**src/rtl/crc_data_buffer.sv**
```systemverilog
// Two-entry CRC_DR write buffer: applies input bit reversal, serialises each stored
// transfer LSB-byte-first to the CRC engine, and sequences chain resets.
module crc_data_buffer #(
  parameter int unsigned DEPTH = 2
) (
  input  logic        HCLK,
  input  logic        HRESETn,
  input  logic [31:0] bus_wr,
  input  logic [1:0]  bus_size,
  input  logic [1:0]  rev_in_type,
  input  logic        buffer_write_en,
  input  logic        reset_chain,
  input  logic        byte_ready,
  input  logic        engine_busy,
  input  logic        crc_rst_ack,
  output logic [7:0]  byte_out,
  output logic        byte_valid,
  output logic        byte_last,
  output logic        buffer_full,
  output logic        read_wait,
  output logic        reset_pending,
  output logic        crc_rst_req
);

  localparam int unsigned DATA_W = 32;
  localparam int unsigned NB_W   = 3;
  localparam int unsigned IDX_W  = 2;
  localparam int unsigned CNT_W  = 2;

  typedef enum logic [1:0] {
    ST_IDLE  = 2'd0,
    ST_FLUSH = 2'd1,
    ST_REQ   = 2'd2
  } rst_state_e;

  typedef struct packed {
    logic [DATA_W-1:0] data;
    logic [NB_W-1:0]   nbytes;
  } entry_t;

  entry_t           mem_q [DEPTH];
  entry_t           mem_d [DEPTH];
  logic             wr_ptr_q, wr_ptr_d;
  logic             rd_ptr_q, rd_ptr_d;
  logic [CNT_W-1:0] count_q, count_d;
  logic [IDX_W-1:0] idx_q, idx_d;
  rst_state_e       state_q, state_d;

  entry_t            head;
  logic [DATA_W-1:0] head_shifted;
  logic [NB_W-1:0]   head_last_idx;
  logic              handshake;
  logic              pop;
  logic              flush;
  logic              wr_accept;

  function automatic logic [7:0] rev8(input logic [7:0] x);
    logic [7:0] r;
    for (int i = 0; i < 8; i++) r[i] = x[7-i];
    return r;
  endfunction

  function automatic logic [15:0] rev16(input logic [15:0] x);
    logic [15:0] r;
    for (int i = 0; i < 16; i++) r[i] = x[15-i];
    return r;
  endfunction

  function automatic logic [31:0] rev32(input logic [31:0] x);
    logic [31:0] r;
    for (int i = 0; i < 32; i++) r[i] = x[31-i];
    return r;
  endfunction

  // Reversal is limited to the valid width; wider modes collapse to the transfer width.
  function automatic logic [31:0] reverse_in(input logic [31:0] w, input logic [1:0] size,
                                             input logic [1:0] mode);
    logic [31:0] r;
    r = '0;
    case (size)
      2'd0: r[7:0] = (mode == 2'd0) ? w[7:0] : rev8(w[7:0]);
      2'd1: begin
        case (mode)
          2'd0:    r[15:0] = w[15:0];
          2'd1:    r[15:0] = {rev8(w[15:8]), rev8(w[7:0])};
          default: r[15:0] = rev16(w[15:0]);
        endcase
      end
      default: begin
        case (mode)
          2'd0:    r = w;
          2'd1:    r = {rev8(w[31:24]), rev8(w[23:16]), rev8(w[15:8]), rev8(w[7:0])};
          2'd2:    r = {rev16(w[31:16]), rev16(w[15:0])};
          default: r = rev32(w);
        endcase
      end
    endcase
    return r;
  endfunction

  function automatic logic [NB_W-1:0] size_to_nbytes(input logic [1:0] size);
    case (size)
      2'd0:    return 3'd1;
      2'd1:    return 3'd2;
      default: return 3'd4;
    endcase
  endfunction

  // Output decode from the state flops
  assign head          = mem_q[rd_ptr_q];
  assign head_shifted  = head.data >> {idx_q, 3'b000};
  assign head_last_idx = head.nbytes - 3'd1;
  assign reset_pending = (state_q != ST_IDLE);
  assign crc_rst_req   = (state_q == ST_REQ);
  assign byte_valid    = (count_q != '0) && !reset_pending;
  assign byte_last     = byte_valid && ({1'b0, idx_q} == head_last_idx);
  assign byte_out      = byte_valid ? head_shifted[7:0] : 8'h00;
  assign buffer_full   = (count_q == CNT_W'(2));
  assign read_wait     = (count_q != '0) || engine_busy || reset_pending;

  assign handshake = byte_valid && byte_ready;
  assign pop       = handshake && byte_last;
  assign flush     = (state_q == ST_IDLE) && reset_chain;
  assign wr_accept = buffer_write_en && !buffer_full && !reset_pending && !reset_chain;

  always_comb begin
    mem_d    = mem_q;
    wr_ptr_d = wr_ptr_q;
    rd_ptr_d = rd_ptr_q;
    count_d  = count_q;
    idx_d    = idx_q;
    state_d  = state_q;

    case (state_q)
      ST_IDLE:  if (reset_chain)  state_d = ST_FLUSH;
      ST_FLUSH: if (!engine_busy) state_d = ST_REQ;
      ST_REQ:   if (crc_rst_ack)  state_d = ST_IDLE;
      default:                    state_d = ST_IDLE;
    endcase

    if (flush) begin
      wr_ptr_d = 1'b0;
      rd_ptr_d = 1'b0;
      count_d  = '0;
      idx_d    = '0;
    end else begin
      if (handshake) begin
        if (pop) begin
          idx_d    = '0;
          rd_ptr_d = ~rd_ptr_q;
        end else begin
          idx_d = idx_q + IDX_W'(1);
        end
      end
      if (wr_accept) begin
        mem_d[wr_ptr_q] = '{data:   reverse_in(bus_wr, bus_size, rev_in_type),
                            nbytes: size_to_nbytes(bus_size)};
        wr_ptr_d        = ~wr_ptr_q;
      end
      count_d = count_q + CNT_W'(wr_accept) - CNT_W'(pop);
    end
  end

  always_ff @(posedge HCLK or negedge HRESETn) begin
    if (!HRESETn) begin
      mem_q    <= '{default: '0};
      wr_ptr_q <= 1'b0;
      rd_ptr_q <= 1'b0;
      count_q  <= '0;
      idx_q    <= '0;
      state_q  <= ST_IDLE;
    end else begin
      mem_q    <= mem_d;
      wr_ptr_q <= wr_ptr_d;
      rd_ptr_q <= rd_ptr_d;
      count_q  <= count_d;
      idx_q    <= idx_d;
      state_q  <= state_d;
    end
  end

endmodule

```
**config.mk**
```make
export PLATFORM = sky130hd
export DESIGN_NAME = crc_data_buffer
export DESIGN_NICKNAME = d
export VERILOG_FILES = /design/src/rtl/crc_data_buffer.sv
export SDC_FILE = /design/constraint.sdc
export NUM_CORES = 1
export LEC_CHECK = 0
export CAP_MARGIN = 20
export CELL_PAD_IN_SITES_DETAIL_PLACEMENT = 0
export CELL_PAD_IN_SITES_GLOBAL_PLACEMENT = 1
export CORE_ASPECT_RATIO = 0.7
export CORE_UTILIZATION = 40
export CTS_BUF_LIST = sky130_fd_sc_hd__clkbuf_16
export DETAILED_ROUTE_END_ITERATION = 16
export GPL_ROUTABILITY_DRIVEN = 0
export PLACE_DENSITY = 0.87
export SYNTH_ARGS = -nofsm -noshare
export SYNTH_HDL_FRONTEND = slang
export SYNTH_SLANG_ARGS = --single-unit
```
**constraint.sdc**
```tcl
create_clock -name HCLK -period 2.82 [get_ports HCLK]
set_input_delay 0.564 -clock HCLK [delete_from_list [all_inputs] [get_ports HCLK]]
set_output_delay 0.564 -clock HCLK [all_outputs]
set_load 0.01 [all_outputs]
```
### Word-level counts from Yosys, hierarchy flattened

Cells that the tools add are included.
Widths: inputs -> output; s select.

| cells by class | value |
|---|---|
| equality and inequality tests | 10 |
| shifts and indexed selects | 1 |
| reduce and logical (&&, ||, !) cells | 26 |
| multiplexer cells | 35 |
| $lt $le $gt $ge | 3 |
| divide/modulo/power cells | 0 |
| multiply operators | 0 |
| bitwise operators | 5 |
| $add $sub $neg | 4 |

Operator list:

| operator | count |
|---|---|
| $mux 35 | 4 |
| $pmux 32 s3 | 1 |
| $bwmux 70 | 1 |
| $mux 16 | 3 |
| $mux 8 | 6 |
| $demux 35 s1 | 1 |
| $pmux 16 s2 | 1 |
| $pmux 8 s2 | 2 |
| $shr 32x5->8 | 1 |
| $mux 2 | 7 |
| $reduce_bool 2->1 | 5 |
| $logic_and 1x1->1 | 9 |
| $eq 2x1->1 const B | 3 |
| $eq 2x2->1 const B | 3 |
| $logic_not 2->1 | 3 |
| $mux 3 | 2 |
| $ne 2x2->1 const B | 3 |
| $pmux 2 s3 | 1 |
| $pmux 3 s2 | 1 |
| $mux 1 | 5 |
| $ge 2x2->1 const B | 2 |
| $not 1->2 | 2 |
| $reduce_and 2->1 | 2 |
| $eq 2x3->1 | 1 |
| other kinds (10) | 15 |

| storage, ports and cells | value |
|---|---|
| output and inout bits | 14 |
| input bits | 43 |
| logic and storage cells | 93 |
| flip-flop bits (word level) | 78 |
| ROM bits | 0 |
| latch bits | 0 |
| bits in writable memories | 0 |
| memories kept | 0 |

### Depth between registers and ports, before layout

Gate-level depths: netlist of the first run.

| logic depth | value |
|---|---|
| word-level depth | 11 |
| mapped depth | 12 |
| gate-level depth less buffers | 10 |

### Worst setup path before layout of the first run

Ideal clock, no wire load.

| timing | value |
|---|---|
| path type | register to register |
| start point | register rd_ptr_q |
| end point | register count_q[1] |
| setup slack | -182 ps |
| stages on the path, launching flop included | 13 |
| arrival time | 2883 ps |
| path buffers | 2 |
| period minus slack after synthesis | 3002 ps |
| cell sequence | dfrtp_1 buf_2 buf_2 mux2i_1 ha_1 xnor2_1 nor4_1 ha_1 inv_1 ha_1 xor2_1 xnor2_1 nor2_1 |

| on the way | value |
|---|---|
| cells in the longest elaborated chain, start to end | 10 |

Ends and longest elaborated chain:

| item | RTL line | text |
|---|---|---|
| start, declared | 44 | `logic rd_ptr_q, rd_ptr_d;` |
| start signal, assigned | 175 | `rd_ptr_q <= rd_ptr_d;` |
| $not 1->2 (not written as such) | 110 | `assign head = mem_q[rd_ptr_q];` |
| $mux 35 (not written as such) (3 in series) | 110 |  |
| $sub 3x1->3 | 112 | `assign head_last_idx = head.nbytes - 3'd1;` |
| $eq 2x3->1 | 116 | `assign byte_last = byte_valid && ({1'b0, idx_q} == head_last_idx);` |
| $logic_and 1x1->1 | 116 |  |
| $logic_and 1x1->1 | 122 | `assign pop = handshake && byte_last;` |
| $sub 2x1->2 | 160 | `count_d = count_q + CNT_W'(wr_accept) - CNT_W'(pop);` |
| $mux 2 | 141 | `if (flush) begin` |
| named net count_d[1] | 45 | `logic [CNT_W-1:0] count_q, count_d;` |
| end signal, assigned | 176 | `count_q <= count_d;` |
| end, declared | 45 |  |

The timed path passes the listed nets, and every way through them passes these cells. The select of a mux whose other input is x is not followed.
A chain may end at the register's enable or synchronous reset.

### Final worst setup path of the first run

| timing | value |
|---|---|
| start point | register rd_ptr_q |
| end point | output byte_out[3] |

| on the way | value |
|---|---|
| cells in the longest elaborated chain, start to end | 6 |

Ends and longest elaborated chain:

| item | RTL line | text |
|---|---|---|
| $not 1->2 (not written as such) | 110 |  |
| $mux 35 (not written as such) (3 in series) | 110 |  |
| $shr 32x5->8 | 111 | `assign head_shifted = head.data >> {idx_q, 3'b000};` |
| $mux 8 | 117 | `assign byte_out = byte_valid ? head_shifted[7:0] : 8'h00;` |
| end, declared | 16 | `output logic [7:0] byte_out,` |

Every way passes these cells. The select of a mux whose other input is x is not followed.

==> metrics.md, run 1 <==
| Metric | Value |
|---|---|
| Status | `finished clean` |
| Dpl cells | `646` |
| Worst r2r path cells | `11` |
| Setup WS post-layout | `around 0.088 ns` |
| Compound-Gate Fraction of Synth Area | `0.154` |
| Fin Clk Skew | `between 0.008 and 0.009 ns` |
| Yosys cell types | `36` |
| Flop2flop setup slack | `approximately 0.31 ns` |
| Vias post-DR | `roughly 3800` |
| Antenna diodes | `0` |
| Startpoint Class | `flip-flop` |
| Worst-Skew Late Latency | `between 0.3 and 0.4 ns` |
| Synth Cell Area | `between 0.004 and 0.005 mm2` |
| Root Buffer Master | `clkbuf_16` |
| Critical R2R Launch | `rd_ptr_q` |
| Synth Area in Adders | `0.00808` |
| Clock Pin Slew Worst Setup and Hold Paths | `0.06 ns` |
| Critical-path top delay cell | `mux4_2` |
| Synth Area in XOR/XNOR | `0.0113` |
| DP HPWL | `~8.2 mm` |
| Simple-gate share of the synthesized area | `0.116` |
| DR vias/cell | `about 5.7` |
| Setup WS pre-CTS | `-0.0274 ns` |
| Die ar. | `0.0120 mm2` |
| Sequential cell area fraction in the yosys report | `0.420` |
| Worst Tran Pin Value | `slightly below 1 ns` |
| TritonRoute pass-1 iters | `5` |
| Die X | `131 um` |
| Avg Cell Area, Syn | `just over 10 um2` |
| Setup tns final | `0 ns` |
| Number of synthesized flops with an enable pin | `0` |
| Initial antenna violation count | `0` |
| Core area | `between 0.01 and 0.015 mm2` |
| CTS sink count | `78` |
| Finished Layout Cells | `~670` |
| Placed inst area | `0.00543 mm2` |
| Cell-internal power | `between 3 and 4 mW` |
| Drt wl/cell | `between 15 and 20 um` |
| CP max stage delay | `approximately 0.54 ns` |
| Period utilisation layout | `0.969` |
| Largest net degree at the start of global routing | `slightly below 80` |
| Post-layout util | `0.519` |
| Max-Cap Viols | `0` |
| Hold slack final | `0.394 ns` |
| IO buf count | `56` |
| Nets@finish | `~550` |
| Required @ worst endpoint | `around 2.3 ns` |
| I/O pins | `between 50 and 60` |
| Hold buffers post-CTS | `0` |
| Vias in the first global route | `roughly 3800` |
| Syn nets | `500` |
| Final setup viols | `0` |
| Power per cell area | `roughly 820 mW/mm2` |
| CP Capture Type | `output pin` |
| Minimum clock period | `between 2 and 3 ns` |
| Drt drc | `0` |
| Largest family of logic cells by synthesized area | `multiplexers` |
| Fmax | `between 300 and 400 MHz` |
| Rel. slew slack | `0.356` |
| Crit-path cells | `buf_6 -> mux4_2 -> mux2i_4 -> nor2_1 -> clkdlybuf4s50_1` |
| Crit path max fanout | `5` |
| Mapped Cells | `around 450` |
| Clk pwr share | `0.237` |
| # rows | `32` |
| Most common cell after layout, fill and taps aside | `nand2_1` |
| Remaining antenna violation count after routing | `0` |
| Fraction of layout cells with a size suffix above 1 | `0.172` |
| All-Layer GR Usage | `0.214` |
| P_leak | `around 2.5 nW` |
| HP Class | `in -> async` |
| R2r endpoint | `count_q[1]` |
| Flop pwr share | `0.405` |
| Slew Viols, Final | `0` |
| Crit path DAT | `2.17 ns` |
| Routed WL | `about 12 mm` |
| First-pass GRT wire length | `19.7 mm` |
| Combinational share of power | `0.358` |
| GR Overflow Total | `0` |
| Family with the most delay on the worst path | `multiplexers` |
| VDD IR max | `~0.39 mV` |
| Die Ht | `slightly above 90 um` |
| Mux share of post-synthesis cell area | `0.241` |
| Hold Violations, Final | `0` |
| CTS tree | `built` |
| Net switching power figure | `1.66 mW` |
| Most frequent cells in the layout | `nand2_1, dfrtp_1, o21ai_0` |
| Post-route cell area | `between 0.005 and 0.006 mm2` |
| Yosys warnings | `0` |
| Ys async rst share | `1.00` |
| Initial DRC count | `280` |
| FF+latch count, synth | `78` |
| Power Total | `approximately 4.8 mW` |
| Buf/Inv on CP | `2` |
| Maximum level of the CTS H-tree | `3` |
| Crit Path Class | `reg -> out` |
| Top FF cell, synth | `dfrtp_1` |
| Sw Ratio | `0.347` |
| Max clock buf depth | `2` |
| Initial core utilization | `0.416` |
| Area Overhead vs Synth | `25.0%` |
| CTS Buf Count | `9` |
[worst max path at each step]
stage,start,endpoint,slack [ns],cells past startpoint
floorplan,rd_ptr_q,count_q[1],0.01,12
global placement,reset_chain,count_q[1],0.01,9
detailed placement,reset_chain,count_q[1],-0.03,9
CTS,rd_ptr_q,byte_out[0],0.01,6
global route,rd_ptr_q,byte_last,-0.03,6
finish,rd_ptr_q,byte_out[3],0.09,5
[power by group through the flow]
stage / Combinational [mW] / Sequential, mW / Clock [mW]
2_1_floorplan: 1.13 / 1.83 / 0
3_3_place_gp: 1.61 / 1.91 / 0
3_5_place_dp: 1.67 / 1.94 / 0
4_1_cts: 1.68 / 1.93 / 1.15
5_1_grt: 1.92 / 2.00 / 1.20
6_report: 1.71 / 1.93 / 1.13
[cell usage after synthesis, types with 3 or more instances]
master | number | area share
nand2_1 | 83 | 0.067
dfrtp_1 | 78 | 0.42
o21ai_0 | 63 | 0.068
mux2i_1 | 37 | 0.080
mux4_2 | 32 | 0.16
clkbuf_1 | 23 | 0.019
nor2_1 | 21 | 0.017
a22oi_1 | 16 | 0.026
buf_2 | 11 | 0.012
inv_1 | 11 | 0.0089
a21oi_1 | 9 | 0.0097
a2bb2oi_1 | 8 | 0.015
o22ai_1 | 8 | 0.011
o311ai_0 | 8 | 0.015
o21ai_1 | 6 | 0.0065
nand2b_1 | 4 | 0.0054
and2_1 | 3 | 0.0040
buf_6 | 3 | 0.0073
ha_1 | 3 | 0.0081
xnor2_1 | 3 | 0.0057
xor2_1 | 3 | 0.0057
[metal layers]
metal  vias up  part of all wire  track usage
li1       1766                 -            -
met1      1884              0.48        0.320
met2       123              0.45        0.317
met3         8             0.051       0.0379
met4         0             0.010       0.0584
met5         -                 0            0
[kinds of logic after synthesis]
| family | count (synthesis) |
|---|---|
| DFF | 78 |
| muxes | 71 |
| AOI/OAI and AO/OA | 120 |
| xor gates and xnor gates | 6 |
| and+or+nand+nor | 126 |
| buffers and inverters | 50 |
| adders and majority gates | 3 |
[registers in the layout, indices dropped and copies added, names as in the netlist]
signal	flops
idx_q	2
wr_ptr_q	1
rd_ptr_q	1
mem_q	70
count_q	2
state_q	2
[worst register-to-register path, stage by stage (launching register included)]
cell	delay, ns
dfrtp_1	0.41
buf_6	0.15
mux2i_1	0.22
ha_1	0.27
xnor2_1	0.17
nor4_2	0.33
ha_1	0.28
inv_1	0.06
ha_1	0.15
xor2_1	0.17
xnor2_1	0.13
nor2_1	0.06
[layout make-up]
cell class                 count  area, um2
clock inverter                 7       71.3
tap                          153        191
multi-input combinational    326       2500
inverter                      11       41.3
clock buffer                   9        225
fill                         972       5370
sequential                    78       1950
timing repair buffer          82        825
[repair_timing]
| action | 4_1_cts | 5_1_grt |
|---|---|---|
| setup buffers | 1 | 3 |
| endpoints found under the setup margin | 8 | 4 |
| pin swaps | 1 | 0 |
| resized for setup | 7 | 9 |
Note: power is estimated with default switching activity, not from simulation.
==> inputs of run 2 (changes only) <==
--- a/config.mk
+++ b/config.mk
@@ -13,2 +13,3 @@
 export CTS_BUF_LIST = sky130_fd_sc_hd__clkbuf_16
+export CTS_CLUSTER_SIZE = 10
 export DETAILED_ROUTE_END_ITERATION = 16
==> constraint.sdc (replaced) <==
create_clock -name HCLK -period 2.82 [get_ports HCLK]
set_input_delay 0.705 -clock HCLK [delete_from_list [all_inputs] [get_ports HCLK]]
set_output_delay 0.705 -clock HCLK [all_outputs]
set_load 0.01 [all_outputs]
==> run 2 against run 1 <==
  * Via count barely moved
  * Utilization rose by 0.80 points
  * Sequential share of layout area fell by 0.49 points
  * Fmax fell by 0.93%
  * First-iteration DRC count rose by 8.9%
  * Critical endpoint is now byte_out[5]
  * Largest cell class unchanged
==> metrics.md, run 2 (same netlist as run 1, synthesis figures left out) <==
| Metric | Value |
|---|---|
| Setup WS post-layout | `0.0621 ns (-0.0258 ns)` |
| Status | `finished clean` |
| HP Class | `in -> async` |
| Initial core utilization | `0.416 (unchanged)` |
| Worst r2r path cells | `11 (unchanged)` |
| Max reg flops | `70 (unchanged)` |
| Die Ht | `92.1 um (unchanged)` |
| CP Capture Type | `output pin` |
| Minimum clock period | `2.76 ns (+0.0258 ns)` |
| Most common cell after layout, fill and taps aside | `nand2_1` |
| Initial antenna violation count | `0 (unchanged)` |
| P_leak | `2.57 nW (+1.5%)` |
| Remaining antenna violation count after routing | `0 (unchanged)` |
| Root Buffer Master | `clkbuf_16` |
| Die X | `131 um (unchanged)` |
| Period utilisation layout | `0.978 (+0.00914)` |
| TritonRoute pass-1 iters | `4 (-1)` |
| Final setup viols | `0 (unchanged)` |
| Vias in the first global route | `3742 (-1.2%)` |
| Hold Violations, Final | `0 (unchanged)` |
| Largest net degree at the start of global routing | `57 (-28%)` |
| Worst Tran Pin Value | `0.495 ns (-0.471 ns)` |
| GR Overflow Total | `0 (unchanged)` |
| Flop2flop setup slack | `0.26 ns (-0.05 ns)` |
| Setup tns final | `0 ns (unchanged)` |
| CTS tree | `built` |
| Maximum level of the CTS H-tree | `3 (unchanged)` |
| Clock Pin Slew Worst Setup and Hold Paths | `0.07 ns (about the same)` |
| Routed WL | `11.9 mm (+1.7%)` |
| Initial DRC count | `305 (+8.9%)` |
| Die ar. | `0.0120 mm2 (unchanged)` |
| Required @ worst endpoint | `2.12 ns (-0.14 ns)` |
| Max clock buf depth | `2 (unchanged)` |
| Nets@finish | `560 (+1.1%)` |
| DR vias/cell | `5.62 (-0.97%)` |
| DP HPWL | `8.44 mm (+2.4%)` |
| Core area | `0.0112 mm2 (unchanged)` |
| IO buf count | `56 (unchanged)` |
| Largest register by flop count | `mem_q` |
| First-pass GRT wire length | `19.6 mm (-0.67%)` |
| Startpoint Class | `flip-flop` |
| I/O pins | `57 (unchanged)` |
| Worst-Skew Late Latency | `0.34 ns (about the same)` |
| Rel. slew slack | `0.670 (+0.314)` |
| Power per cell area | `820 mW/mm2 (-0.26%)` |
| Drt drc | `0 (unchanged)` |
| Area Overhead vs Synth | `26.9%` |
| Fraction of layout cells with a size suffix above 1 | `0.195 (+0.0231)` |
| CTS Buf Count | `9 (unchanged)` |
| VDD IR max | `0.405 mV (+3.6%)` |
| CTS sink count | `78 (unchanged)` |
| Most frequent cells in the layout | `nand2_1, dfrtp_1, o21ai_0` |
| Unrepaired setup endpoints after global routing | `yes` |
| Antenna diodes | `0 (unchanged)` |
| Fmax | `363 MHz (-0.93%)` |
| # rows | `32 (unchanged)` |
| Hold slack final | `0.330 ns (-0.0643 ns)` |
| Slew Viols, Final | `0 (unchanged)` |
| Setup WS pre-CTS | `-0.132 ns (-0.104 ns)` |
| Fin Clk Skew | `0.00816 ns (-0.000105 ns)` |
| Vias post-DR | `3778 (-0.079%)` |
| Drt wl/cell | `17.8 um (+0.79%)` |
| Crit path max fanout | `8 (+3)` |
| All-Layer GR Usage | `0.217 (+0.00311)` |
| Crit Path Class | `reg -> out` |
| Crit path DAT | `2.05 ns (-0.12 ns)` |
| Max-Cap Viols | `0 (unchanged)` |
[run 2: changes by cell type in the layout (fill, tap and decap cells not counted), moves of 2 or more]
cell	previous run	this run
buf_12	6	8
clkdlybuf4s50_1	45	43
mux2i_1	34	32
clkinv_4	0	2
buf_4	19	23
[run 2: final timing paths]
| kind | from | endpoint |
|---|---|---|
| worst max-delay path | rd_ptr_q | byte_out[5] |
| worst min-delay path | HRESETn | mem_q[23] |
| worst max register to register | rd_ptr_q | count_q[1] |
| worst min register to register | mem_q[37] | mem_q[37] |
| max in group asynchronous | HRESETn | mem_q[27] |
| min in group HCLK | mem_q[37] | mem_q[37] |
[run 2: routing by layer]
metal,part of all wire,vias up,GRT usage
met5,0,-,0
met2,0.46,143,0.327
met4,0.014,0,0.0613
met3,0.075,13,0.0502
li1,-,1788,-
met1,0.45,1834,0.311
[run 2: stage by stage]
stage                     instance area [um2]  total power, mW  utilization  cells
after floorplan                          4650             2.97            -    454
after global placement                   5480             3.52        0.490    647
after detailed placement                 5480             3.62        0.490    647
after CTS                                5830             4.80        0.522    669
after global routing                     5890             5.17        0.527    672
final                                    5890             4.83        0.527    672
[run 2: area by class of cell]
cell class / instances / area (um2)
inverters: 11 / 41.3
repair buffers: 88 / 888
well taps: 153 / 191
clock buffers: 9 / 225
flip-flops and latches: 78 / 1950
multi-input cells: 326 / 2530
clock inverters: 7 / 61.3
fillers: 995 / 5280
[run 2: critical path, cell delays in order, from the launching register on]
cell and delay, ns:
dfrtp_2 0.41, buf_12 0.13, buf_4 0.11, mux4_2 0.53
mux2i_2 0.21, nor2_1 0.08, clkdlybuf4s15_1 0.24
[run 2: report_power, final]
group	internal [mW]	switching, mW
registers	1.63	0.311
logic	0.896	0.868
clock network	0.615	0.514
total	3.14	1.69
[run 2: repair_timing]
item / 4_1_cts / 5_1_grt
hold buffers: 0 / 0
endpoints found under the setup margin: 10 / 6
buffers inserted: 6 / 3
gates resized for setup: 17 / 12
pin swaps: 1 / 1
